<file path="src/rtl/ad_ip_jesd204_tpl_dac_pkg.sv">
// Shared constants for the JESD204 TPL DAC channel: sequencer state codes and data-select codes.
// Latency: none (constants and a pure helper function).
// Backpressure: none.
package ad_ip_jesd204_tpl_dac_pkg;

    // Sequencer state encodings
    localparam logic [1:0] SEQ_IDLE  = 2'd0;
    localparam logic [1:0] SEQ_ARM   = 2'd1;
    localparam logic [1:0] SEQ_APPLY = 2'd2;
    localparam logic [1:0] SEQ_DWELL = 2'd3;

    // Channel data-select codes
    localparam logic [3:0] DAC_SEL_DDS  = 4'h0;
    localparam logic [3:0] DAC_SEL_PAT  = 4'h1;
    localparam logic [3:0] DAC_SEL_DMA  = 4'h2;
    localparam logic [3:0] DAC_SEL_ZERO = 4'h3;
    localparam logic [3:0] DAC_SEL_PN7  = 4'h6;
    localparam logic [3:0] DAC_SEL_PN15 = 4'h7;

    // A last-entry index beyond the table is pulled back to the final entry.
    function automatic logic [2:0] seq_clamp_last(input logic [2:0] last, input int num_entries);
        if (int'(last) >= num_entries) begin
            return 3'(num_entries - 1);
        end
        return last;
    endfunction

endpackage

</file>
<file path="src/rtl/ad_ip_jesd204_tpl_dac_seq_dwell.sv">
// Dwell down-counter: loads a count and steps toward zero, flagging terminal count.
// Latency: load visible one clk after the load cycle; tc is combinational from the count register.
// Backpressure: none; en gates decrement, the counter parks at zero.
// Ports: clk, rst (async, active-high), load/load_val, en, tc (count == 0).
module ad_ip_jesd204_tpl_dac_seq_dwell #(
    parameter int WIDTH = 16
) (
    input  logic             clk,
    input  logic             rst,
    input  logic             load,
    input  logic [WIDTH-1:0] load_val,
    input  logic             en,
    output logic             tc
);

    logic [WIDTH-1:0] count;

    always_ff @(posedge clk or posedge rst) begin
        if (rst) begin
            count <= '0;
        end else if (load) begin
            count <= load_val;
        end else if (en && !tc) begin
            count <= count - 1'b1;
        end
    end

    assign tc = (count == '0);

endmodule

</file>
<file path="src/rtl/ad_ip_jesd204_tpl_dac_seq.sv">
// DAC channel data-select sequencer: steps through a table of (select, dwell) entries per run.
// Latency: one clk from accepted start / trigger edge to the first select + sync pulse.
// Backpressure: none; start while busy is ignored, stop aborts any run.
// Ports: clk, rst (async active-high); cfg_* table and run options; start/stop requests;
//        ext_trig (rising edge used while armed); dac_data_sel/dac_data_sync to the channel mux;
//        busy, done pulse, entry_idx and pass_count status.
module ad_ip_jesd204_tpl_dac_seq
    import ad_ip_jesd204_tpl_dac_pkg::*;
#(
    parameter int         NUM_ENTRIES = 4,
    parameter int         DWELL_WIDTH = 16,
    parameter logic [3:0] IDLE_SEL    = DAC_SEL_ZERO
) (
    input  logic                              clk,
    input  logic                              rst,
    input  logic [4*NUM_ENTRIES-1:0]          cfg_sel,
    input  logic [DWELL_WIDTH*NUM_ENTRIES-1:0] cfg_dwell,
    input  logic [2:0]                        cfg_last,
    input  logic                              cfg_loop,
    input  logic                              cfg_trig_en,
    input  logic                              start,
    input  logic                              stop,
    input  logic                              ext_trig,
    output logic [3:0]                        dac_data_sel,
    output logic                              dac_data_sync,
    output logic                              busy,
    output logic                              done,
    output logic [2:0]                        entry_idx,
    output logic [15:0]                       pass_count
);

    logic [1:0]                         state;
    logic                               trig_prev;

    // Run configuration captured on the accepted start
    logic [4*NUM_ENTRIES-1:0]           sel_q;
    logic [DWELL_WIDTH*NUM_ENTRIES-1:0] dwell_q;
    logic [2:0]                         last_q;
    logic                               loop_q;

    logic                               start_ok;
    logic                               trig_edge;
    logic                               in_entry;
    logic                               entry_end;
    logic                               at_last;
    logic                               pass_inc;
    logic [2:0]                         next_idx;
    logic                               apply;
    logic [2:0]                         apply_idx;
    logic [3:0]                         apply_sel;
    logic [DWELL_WIDTH-1:0]             apply_dwell;
    logic                               dwell_tc;

    always_comb begin
        start_ok    = start && !stop && (state == SEQ_IDLE);
        trig_edge   = ext_trig && !trig_prev;
        in_entry    = (state == SEQ_APPLY) || (state == SEQ_DWELL);
        entry_end   = in_entry && dwell_tc;
        at_last     = (entry_idx == last_q);
        pass_inc    = entry_end && at_last && !stop;
        next_idx    = at_last ? 3'd0 : entry_idx + 3'd1;
        apply       = 1'b0;
        apply_idx   = 3'd0;
        apply_sel   = sel_q[3:0];
        apply_dwell = dwell_q[DWELL_WIDTH-1:0];
        if (start_ok && !cfg_trig_en) begin
            // Untriggered start applies entry 0 straight from the live config,
            // which is the same value being snapshotted this cycle.
            apply       = 1'b1;
            apply_sel   = cfg_sel[3:0];
            apply_dwell = cfg_dwell[DWELL_WIDTH-1:0];
        end else if (!stop && (state == SEQ_ARM) && trig_edge) begin
            apply = 1'b1;
        end else if (!stop && entry_end && (!at_last || loop_q)) begin
            // Back-to-back entries: the next entry loads on the terminal-count cycle, no gap.
            apply       = 1'b1;
            apply_idx   = next_idx;
            apply_sel   = sel_q[4*int'(next_idx) +: 4];
            apply_dwell = dwell_q[DWELL_WIDTH*int'(next_idx) +: DWELL_WIDTH];
        end
    end

    ad_ip_jesd204_tpl_dac_seq_dwell #(
        .WIDTH (DWELL_WIDTH)
    ) i_dwell (
        .clk      (clk),
        .rst      (rst),
        .load     (apply),
        .load_val (apply_dwell),
        .en       (in_entry),
        .tc       (dwell_tc)
    );

    always_ff @(posedge clk or posedge rst) begin
        if (rst) begin
            state         <= SEQ_IDLE;
            trig_prev     <= 1'b0;
            dac_data_sel  <= IDLE_SEL;
            dac_data_sync <= 1'b0;
            busy          <= 1'b0;
            done          <= 1'b0;
            entry_idx     <= 3'd0;
            pass_count    <= 16'd0;
            sel_q         <= '0;
            dwell_q       <= '0;
            last_q        <= 3'd0;
            loop_q        <= 1'b0;
        end else begin
            trig_prev     <= ext_trig;
            dac_data_sync <= 1'b0;
            done          <= 1'b0;

            if (start_ok) begin
                sel_q   <= cfg_sel;
                dwell_q <= cfg_dwell;
                last_q  <= seq_clamp_last(cfg_last, NUM_ENTRIES);
                loop_q  <= cfg_loop;
            end

            if (start_ok) begin
                pass_count <= 16'd0;
            end else if (pass_inc && (pass_count != 16'hFFFF)) begin
                pass_count <= pass_count + 16'd1;
            end

            if (stop && (state != SEQ_IDLE)) begin
                state        <= SEQ_IDLE;
                dac_data_sel <= IDLE_SEL;
                busy         <= 1'b0;
            end else if (apply) begin
                state         <= SEQ_APPLY;
                dac_data_sel  <= apply_sel;
                dac_data_sync <= 1'b1;
                entry_idx     <= apply_idx;
                busy          <= 1'b1;
            end else if (start_ok) begin
                state <= SEQ_ARM;
                busy  <= 1'b1;
            end else if (entry_end) begin
                // Only reachable on the last entry of a non-looping run
                state        <= SEQ_IDLE;
                dac_data_sel <= IDLE_SEL;
                busy         <= 1'b0;
                done         <= 1'b1;
            end else if (state == SEQ_APPLY) begin
                state <= SEQ_DWELL;
            end
        end
    end

endmodule

</file>
<file path="config.mk">
export PLATFORM = sky130hd
export DESIGN_NAME = ad_ip_jesd204_tpl_dac_seq
export DESIGN_NICKNAME = d
export VERILOG_FILES = /design/src/rtl/ad_ip_jesd204_tpl_dac_pkg.sv /design/src/rtl/ad_ip_jesd204_tpl_dac_seq_dwell.sv /design/src/rtl/ad_ip_jesd204_tpl_dac_seq.sv
export SDC_FILE = /design/constraint.sdc
export NUM_CORES = 1
export LEC_CHECK = 0
export CELL_PAD_IN_SITES_DETAIL_PLACEMENT = 0
export CELL_PAD_IN_SITES_GLOBAL_PLACEMENT = 1
export CORE_MARGIN = 10
export CORE_UTILIZATION = 41
export CTS_BUF_LIST = sky130_fd_sc_hd__clkbuf_8
export DETAILED_ROUTE_END_ITERATION = 8
export PLACE_DENSITY = 0.93
export REMOVE_ABC_BUFFERS = 1
export SYNTH_ARGS = -nofsm -noshare
export SYNTH_HDL_FRONTEND = slang
export SYNTH_SLANG_ARGS = --single-unit
</file>
<file path="constraint.sdc">
create_clock -name clk -period 5.79 [get_ports clk]
set_input_delay 1.158 -clock clk [delete_from_list [all_inputs] [get_ports clk]]
set_output_delay 1.158 -clock clk [all_outputs]
set_load 0.02 [all_outputs]
</file>
* Yosys cells after proc, flatten, opt, wreduce, memory -nomap -nowiden
Cells that the tools add are included. W data, S select, Z words.
Operators by class: add/subtract/negate cells 3, order comparisons 1, equality and inequality tests 6, shift-type cells 2, multiplexer cells 40, bitwise operators 1, reduce and logical (&&, ||, !) cells 31
Operator list (count):
- $mux W16 | 7
- $shiftx A64 B8 Y16 | 1
- $mux W4 | 7
- $mux W3 | 6
- $add A16 B1 Y16 const B | 1
- $logic_not A16 Y1 | 1
- $ne A16 B16 Y1 const B | 1
- $shiftx A16 B6 Y4 | 1
- $sub A16 B1 Y16 const B | 1
- $mux W1 | 15
- $logic_and A1 B1 Y1 | 14
- $mux W2 | 5
- $reduce_bool A2 Y1 | 3
- $logic_not A1 Y1 | 5
- $reduce_bool A5 Y1 | 1
- $eq A2 B2 Y1 const B | 2
- $reduce_and A2 Y1 | 2
- $reduce_bool A4 Y1 | 1
- $add A3 B1 Y3 const B | 1
- $eq A3 B3 Y1 | 1
- $ge A3 B3 Y1 const B | 1
- $ne A3 B1 Y1 const B | 1
- $reduce_bool A3 Y1 | 1
- $eq A2 B1 Y1 const B | 1
- 3 further kinds | 4
Word-level totals: register bits 129, input bits 90, output and inout port bits 26, word-level logic and storage cells 97

* Depth between registers and ports, before layout
Gate-level depths: netlist (run 1).
depth after elaboration 10, gate-level depth with buffers 10

* By module
A second synthesis (run 1) with hierarchy kept.
Unflattened totals: cell total of the unflattened synthesis 786, area total of the unflattened synthesis 6829.0 µm²
Modules (own cells, without submodules):
- ad_ip_jesd204_tpl_dac_seq | instances 1, cells an instance 661, area an instance 5731.7 µm²
- ad_ip_jesd204_tpl_dac_seq_dwell | instances 1, cells an instance 125, area an instance 1097.3 µm²

* Least setup slack after synthesis (run 1)
Ideal clock, no wire load.
kind input -> register, from input stop, to register i_dwell.count[2], setup time 0.082 ns, data arrival time 2.699 ns, required time 5.708 ns, path slack 3.009 ns, stages on the path 8, path through or4b_1 > nor2_1 > a21oi_1 > and2_1 > inv_2 > clkbuf_1 > o21ai_0 > o22ai_2
On the way: longest elaborated chain between the ends 7, elaborated cells between the ends (all ways) 16, classes of those cells mux (7); reduce/logical (9)
RTL lines:
- start: declaration | line ad_ip_jesd204_tpl_dac_seq.sv:22 | input logic stop,
- $logic_not A1 Y1 * | line ad_ip_jesd204_tpl_dac_seq.sv:55, ad_ip_jesd204_tpl_dac_seq.sv:72, ad_ip_jesd204_tpl_dac_seq.sv:74
- $logic_and A1 B1 Y1 (2 in a row) | line ad_ip_jesd204_tpl_dac_seq.sv:74 | end else if (!stop && entry_end && (!at_last || loop_q)) begin
- $mux W16 or $mux W1 (tied branches) | line ad_ip_jesd204_tpl_dac_seq.sv:74
- $mux W16 or $mux W1 (tied branches) | line ad_ip_jesd204_tpl_dac_seq.sv:72 | end else if (!stop && (state == SEQ_ARM) && trig_edge) begin
- $mux W16 or $mux W1 (tied branches) | line ad_ip_jesd204_tpl_dac_seq.sv:66 | if (start_ok && !cfg_trig_en) begin
- $mux W16 or $reduce_bool A2 Y1 (tied branches)
- end signal: assignment | line ad_ip_jesd204_tpl_dac_seq_dwell.sv:22 | count <= load_val;
- end signal: assignment | line ad_ip_jesd204_tpl_dac_seq_dwell.sv:24 | count <= count - 1'b1;
- end: declaration | line ad_ip_jesd204_tpl_dac_seq_dwell.sv:16 | logic [WIDTH-1:0] count;
Every way passes the cells marked *; elsewhere a longest branch is shown, timed or not. A chain may end at the register's enable or synchronous reset.

* Worst setup path in the final report (run 1)
from input stop, to register i_dwell.count[4]
The elaborated chain is that of the path after synthesis.

==> results by group, run 1 <==
STA
  – Min cycle time layout: 3.50 ns
  – Fin Setup TNS: 0 ns
  – RSZ-0062 raised after global routing: no
  – Clock Skews: 0.0132 ns
  – Period utilization: 0.604
  – Worst-margin pin slew: 1.21 ns
  – Max Slew Vio Count: 0
  – Rel. slew slack: 0.188
  – Fmax: 0.286 GHz
  – Final hold vios: 0
  – # setup viols final: 0

CTS
  – Post-CTS resize count: 0
  – CTS tree: done
  – Clock slew at reported path FFs: 0.07 ns
  – CTS buffer count: 17
  – Post-CTS Hold Fix Bufs: 0
  – Worst-Skew Late Latency: 0.45 ns
  – Root Buffer: clkbuf_8
  – H-tree levels: 4
  – Setup Fix Bufs, Post-CTS: 0
  – Sink Count: 129
  – Clock Tree Buf Depth: 2

Power and ir drop
  – Worst vdd ir: 0.189 mV
  – Total Power: 2.79 mW
  – Pwr dens: 335 mW/mm^2
  – Leak pwr: 3.64 nW

Detailed routing
  – # DRC: 0
  – DR pass1 iterations: 5
  – Vias: 5646
  – Avg WL per Cell: 16.1 microns
  – Antenna Nets Post-Route: 0
  – Aggregate routed wire length: 17500 microns
  – DR iter-0 viols: 376
  – Vias/cell: 5.19

Cells and area
  – Most common cell after layout, fill and taps aside: nand2_1
  – Finished layout cell area: 0.00831 sq mm
  – Fin cells: 1087
  – ANT cells: 0
  – Layout cell share with drive strength beyond 1: 0.0631
  – Area added between synthesis and finish: 27.1%
  – Most frequent cells in the layout: 263 x nand2_1, 126 x dfrtp_1, 115 x clkdlybuf4s50_1
  – Final core utilization: 0.527
  – Fillers: 1531
  – Nets: 952

Worst setup path
  – Worst Path Buf+Inv: 3
  – Crit Path Max Fanout: 26
  – Worst Path Required: 6.15 ns
  – CP Data Arrival Time: 3.86 ns
  – Crit Path Category: input port to register
  – Biggest cell delay along the critical path: 0.58 ns
  – Critical path capture point type: register
  – CP delay by family, top: buffers and inverters
  – Startpoint Class: input port
  – Crit-path slowest cell: or4b_4
  – Crit path cell chain: clkdlybuf4s50_1 -> or4b_4 -> nor2_1 -> buf_4 -> a21oi_1 -> and2_1 -> inv_2 -> o21ai_0 -> o22ai_1

Place
  – DP Area: 0.00787 sq mm
  – Routability cong.: 0.901
  – Port Buffers: 115
  – DP Wirelength: 11600 microns
  – Post-Place Cells: 1055

Synthesis
  – Sequential area share after synthesis: 0.494
  – Ys flop type: dfrtp_1
  – Mapped Area: 0.00654 sq mm
  – Avg Cell Area, Syn: 8.58 sq um
  – Synthesized instance count: 762
  – FF+latch count, synth: 129
  – Number of synthesis warnings: 0
  – Post-synth ARST share: 1.00
  – Cell variety after synth: 55
  – EDFF count, synth: 0

Die
  – Die Span Y: 146 microns
  – I/O pins: 116
  – Core region area: 0.0158 sq mm
  – Core Rows: 46
  – Total die area: 0.0214 sq mm
  – Die X: 146 microns
  – Starting Density: 0.415

Hold path
  – Hold Path Class: register to register

Global route
  – Initial antenna violation count: 0
  – Pin count of the biggest net entering global routing: 102
  – Global-route wire length before repair: 28700 microns
  – Vias in the first global route: 5637
  – GRT Overall Usage: 0.163
  – Total grt overflow: 0

Flow run
  – Max-cap violations: 0

Status
  – Status: finished clean
## cells by family after synthesis
group           Yosys count  synth area share
simple gates            392             0.265
mux                      24            0.0371
xor+xnor                 27            0.0362
buf+inv                  54            0.0325
flops                   129             0.494
fa+ha+maj                 4           0.00765
compound gates          132             0.127
## flip-flops by register name (all words and copies together) (netlist names)
register and cells:
dac_data_sync 1, i_dwell.count 16, done 1, entry_idx 3
pass_count 16, trig_prev 1, busy 1, dac_data_sel 4
dwell_q 64, loop_q 1, state 2, last_q 3
sel_q 16
## routing by layer
layer / wire length [microns] / track usage
met3: 1170 / 0.0532
met1: 8070 / 0.207
met4: 195 / 0.0495
met5: 0 / 0
met2: 8030 / 0.256
## cells in the mapped netlist, drive strengths merged, types with 13 or more instances
cell type	n	area, sq um
a21oi	30	150
xnor2	20	175
clkbuf	38	143
o21ai	35	175
nand3	13	65.1
dfrtp	127	3180
nand2	263	987
mux2i	22	220
nor2	30	113
o22ai	25	163
nor3	30	150
## worst paths after layout
| path | start | end | slack (ns) | cells after the start |
|---|---|---|---|---|
| worst max-delay path | stop | i_dwell.count[4] | 2.29 | 9 |
| worst min-delay path | dwell_q[19] | dwell_q[19] | 0.48 | 2 |
| worst max register to register | entry_idx[0] | i_dwell.count[7] | 2.47 | 8 |
| worst min register to register | dwell_q[19] | dwell_q[19] | 0.48 | 2 |
| max in group asynchronous | rst | dac_data_sel[1] | 3.68 | 3 |
| min in group asynchronous | rst | pass_count[0] | 1.24 | 2 |
## per-stage QoR
| step | setup WS, ns | hold WS (ns) |
|---|---|---|
| after global placement | 2.00 | 0.454 |
| after global routing | 2.16 | 0.495 |
| after floorplan | -6.14 | 0.440 |
| after CTS | 2.36 | 0.480 |
| final | 2.29 | 0.475 |
| after detailed placement | 1.91 | 0.459 |
## worst reg2reg max path: cells and delay by family (launching register included)
kind	cells	cell delay, ns
AND/OR/NAND/NOR	2	1.06
buffers and inverters	2	0.91
AO/OA/AOI/OAI	3	0.65
adder cells (fa/ha/maj)	1	0.25
flip-flops	1	0.39
## cell type report
cell class                 count  area [sq um]  share of cell area
sequential                   129          3230               0.389
multi-input combinational    579          3110               0.374
timing repair buffer         123          1220               0.147
tap                          216           270              0.0325
clock buffer                  19           262              0.0315
clock inverter                13           185              0.0223
inverter                       8          32.5             0.00391
## where the power goes
part	internal, mW	total, mW	switching, mW
Clock	0.491	0.870	0.379
Combinational	0.301	0.642	0.341
Sequential	1.11	1.27	0.165
No activity file was read; power rests on OpenSTA's default activity.
==> inputs of run 2 (changes only) <==
==> constraint.sdc (replaced) <==
create_clock -name clk -period 3.3 [get_ports clk]
set_input_delay 0.66 -clock clk [delete_from_list [all_inputs] [get_ports clk]]
set_output_delay 0.66 -clock clk [all_outputs]
set_load 0.02 [all_outputs]
==> run 2 against run 1 <==
Compared with the run above:
- flip-flop and latch count unchanged
- clock-buffer cell count increased by 3
- combinational power increased by 81%
- sequential share of layout area decreased by 0.42 points
- critical endpoint is now i_dwell.count[7]
- clock power increased by 77%
- cell count increased by 0.83%
- largest power group unchanged
- clock skew decreased by 0.0020 ns
==> results by group, run 2 (same netlist as run 1, synthesis figures left out) <==
Status
  – Status: finished clean (unchanged)

Worst setup path
  – Setup crit start: i_dwell.count[0] (was stop)
  – Worst Path Required: 3.66 ns (was 6.15 ns)
  – Crit Path Category: register to register (was input port to register)
  – Crit Path Max Fanout: 15 (was 26)
  – Register-to-Register Path Depth: 8 (unchanged)
  – Worst reg2reg setup slack: 0.26 ns (was 2.47 ns)
  – CP Data Arrival Time: 3.40 ns (was 3.86 ns)
  – Reg2Reg Capture Point: i_dwell.count[7] (unchanged)
  – Startpoint Class: register (was input port)
  – Worst reg2reg startpoint: i_dwell.count[0] (was entry_idx[0])
  – Critical path capture point type: register (unchanged)

Power and ir drop
  – Flop pwr share: 0.454 (was 0.457)
  – Switch share: 0.310 (was 0.318)
  – Leak pwr: 3.72 nW (was 3.64 nW)
  – Clock power share: 0.312 (about the same)
  – Worst vdd ir: 0.437 mV (was 0.189 mV)
  – Comb power frac: 0.234 (was 0.231)
  – Total Power: 4.94 mW (was 2.79 mW)
  – Pwr dens: 588 mW/mm^2 (was 335 mW/mm^2)
  – Psw: 1.53 mW (was 885 uW)
  – P_int: 3.41 mW (was 1.90 mW)

Die
  – Starting Density: 0.415 (unchanged)
  – Die X: 146 microns (unchanged)
  – Core region area: 0.0158 sq mm (unchanged)
  – Die Span Y: 146 microns (unchanged)
  – Core Rows: 46 (unchanged)
  – Total die area: 0.0214 sq mm (unchanged)
  – I/O pins: 116 (unchanged)

Global route
  – Initial antenna violation count: 0 (unchanged)
  – Total grt overflow: 0 (unchanged)
  – GRT Overall Usage: 0.170 (was 0.163)
  – Pin count of the biggest net entering global routing: 102 (unchanged)
  – Global-route wire length before repair: 30000 microns (was 28700 microns)
  – Vias in the first global route: 5818 (was 5637)

Detailed routing
  – Aggregate routed wire length: 17900 microns (was 17500 microns)
  – Vias/cell: 5.17 (was 5.19)
  – Wire length on met3: 1110 microns (was 1170 microns)
  – DR pass1 iterations: 4 (was 5)
  – Antenna Nets Post-Route: 0 (unchanged)
  – DR iter-0 viols: 270 (was 376)
  – WL met2: 8400 microns (was 8030 microns)
  – M1 WL: 8280 microns (was 8070 microns)
  – Avg WL per Cell: 16.4 microns (was 16.1 microns)
  – Top Metal Used: met4 (unchanged)
  – Vias: 5664 (was 5646)
  – # DRC: 0 (unchanged)

STA
  – Clock Skews: 0.0113 ns (was 0.0132 ns)
  – Max Slew Vio Count: 0 (unchanged)
  – # setup viols final: 0 (unchanged)
  – Smallest hold slack: 0.473 ns (was 0.475 ns)
  – Rel. slew slack: 0.405 (was 0.188)
  – Final hold vios: 0 (unchanged)
  – Fmax: 0.329 GHz
  – Min cycle time layout: 3.04 ns
  – RSZ-0062 raised after global routing: no (unchanged)
  – PnR worst setup slack: 0.262 ns (was 2.29 ns)
  – Worst-margin pin slew: 0.892 ns (was 1.21 ns)
  – Period utilization: 0.921

Flow run
  – Max-cap violations: 0 (unchanged)

CTS
  – Clock Tree Buf Depth: 2 (unchanged)
  – Post-CTS resize count: 0 (unchanged)
  – Post-CTS Hold Fix Bufs: 0 (unchanged)
  – Worst-Skew Late Latency: 0.45 ns (about the same)
  – Root Buffer: clkbuf_8 (unchanged)
  – CTS tree: done (unchanged)
  – Clock slew at reported path FFs: 0.08 ns (was 0.07 ns)
  – H-tree levels: 4 (unchanged)
  – Sink Count: 129 (unchanged)
  – Setup Fix Bufs, Post-CTS: 0 (unchanged)
  – CTS buffer count: 17 (unchanged)

Hold path
  – Hold EP: dwell_q[56] (was dwell_q[19])
  – Min-Delay Path Depth: 2 (unchanged)
  – Worst hold start: dwell_q[56] (was dwell_q[19])
  – Hold Path Class: register to register (unchanged)

Cells and area
  – Most frequent cells in the layout: 263 x nand2_1, 126 x dfrtp_1, 115 x clkdlybuf4s50_1 (unchanged)
  – Nets: 961 (was 952)
  – Storage cell area: 0.00323 sq mm (unchanged)
  – Max reg flops: 64 (unchanged)
  – Most common cell after layout, fill and taps aside: nand2_1 (unchanged)
  – Biggest register: dwell_q (unchanged)
  – Fin cells: 1096 (was 1087)
  – Area added between synthesis and finish: 28.5% (was 27.1%)
  – Multi-input logic area: 0.00311 sq mm (unchanged)
  – ANT cells: 0 (unchanged)
  – Final core utilization: 0.533 (was 0.527)
  – Fillers: 1532 (was 1531)
  – Layout cell share with drive strength beyond 1: 0.0716 (was 0.0631)

Place
  – Post-Place Cells: 1064 (was 1055)
  – Place WS: 0.245 ns (was 1.91 ns)
  – DP Wirelength: 12600 microns (was 11600 microns)
  – Routability cong.: 0.889 (was 0.901)
  – Port Buffers: 115 (unchanged)
[run 2: cell types whose count changed in the layout (fill, tap and decap cells not counted), sizes merged]
cell      previous run  this run
buf                  8        17
clkbuf              19        22
clkinvlp             5         1
inv                  8         9
[run 2: metal layers]
metal  vias up  global-route usage
met3        16              0.0535
met1      2686               0.222
met5         -                   0
li1       2824                   -
met2       138               0.267
met4         0              0.0455
[run 2: final cells by class]
cell class              instances  share of cell area
flip-flops and latches        129               0.385
multi-input cells             579               0.370
repair buffers                132               0.155
clock buffers                  22              0.0360
well taps                     216              0.0322
clock inverters                10              0.0185
inverters                       8             0.00387
[run 2: worst max path at each step]
stage	slack, ns	end
2_1_floorplan	-8.13	i_dwell.count[9]
5_1_grt	0.09	i_dwell.count[7]
6_report	0.26	i_dwell.count[7]
3_5_place_dp	0.24	i_dwell.count[2]
3_3_place_gp	0.32	i_dwell.count[2]
4_1_cts	0.24	i_dwell.count[7]
[run 2: stage by stage]
step / setup TNS, ns / cell area [sq um]
6_report: 0 / 8400
5_1_grt: 0 / 8400
4_1_cts: 0 / 8400
3_5_place_dp: 0 / 7950
3_3_place_gp: 0 / 7950
2_1_floorplan: -765.29 / 6360
[run 2: critical path: stages (launching register included)]
cell,delay [ns]
dfrtp_1,0.39
inv_1,0.13
ha_1,0.21
nor4b_1,0.38
nor3b_4,0.41
nand4_2,0.21
or3_1,0.68
o2bb2a_1,0.38
a22oi_1,0.18
[run 2: power groups by stage]
stage               Sequential (mW)  Clock, mW  Combinational, mW
finish                         2.24       1.54               1.16
detailed placement             2.26          0               1.16
global route                   2.30       1.64               1.32
CTS                            2.24       1.58               1.17
floorplan                      2.20          0              0.783
global placement               2.26          0               1.14
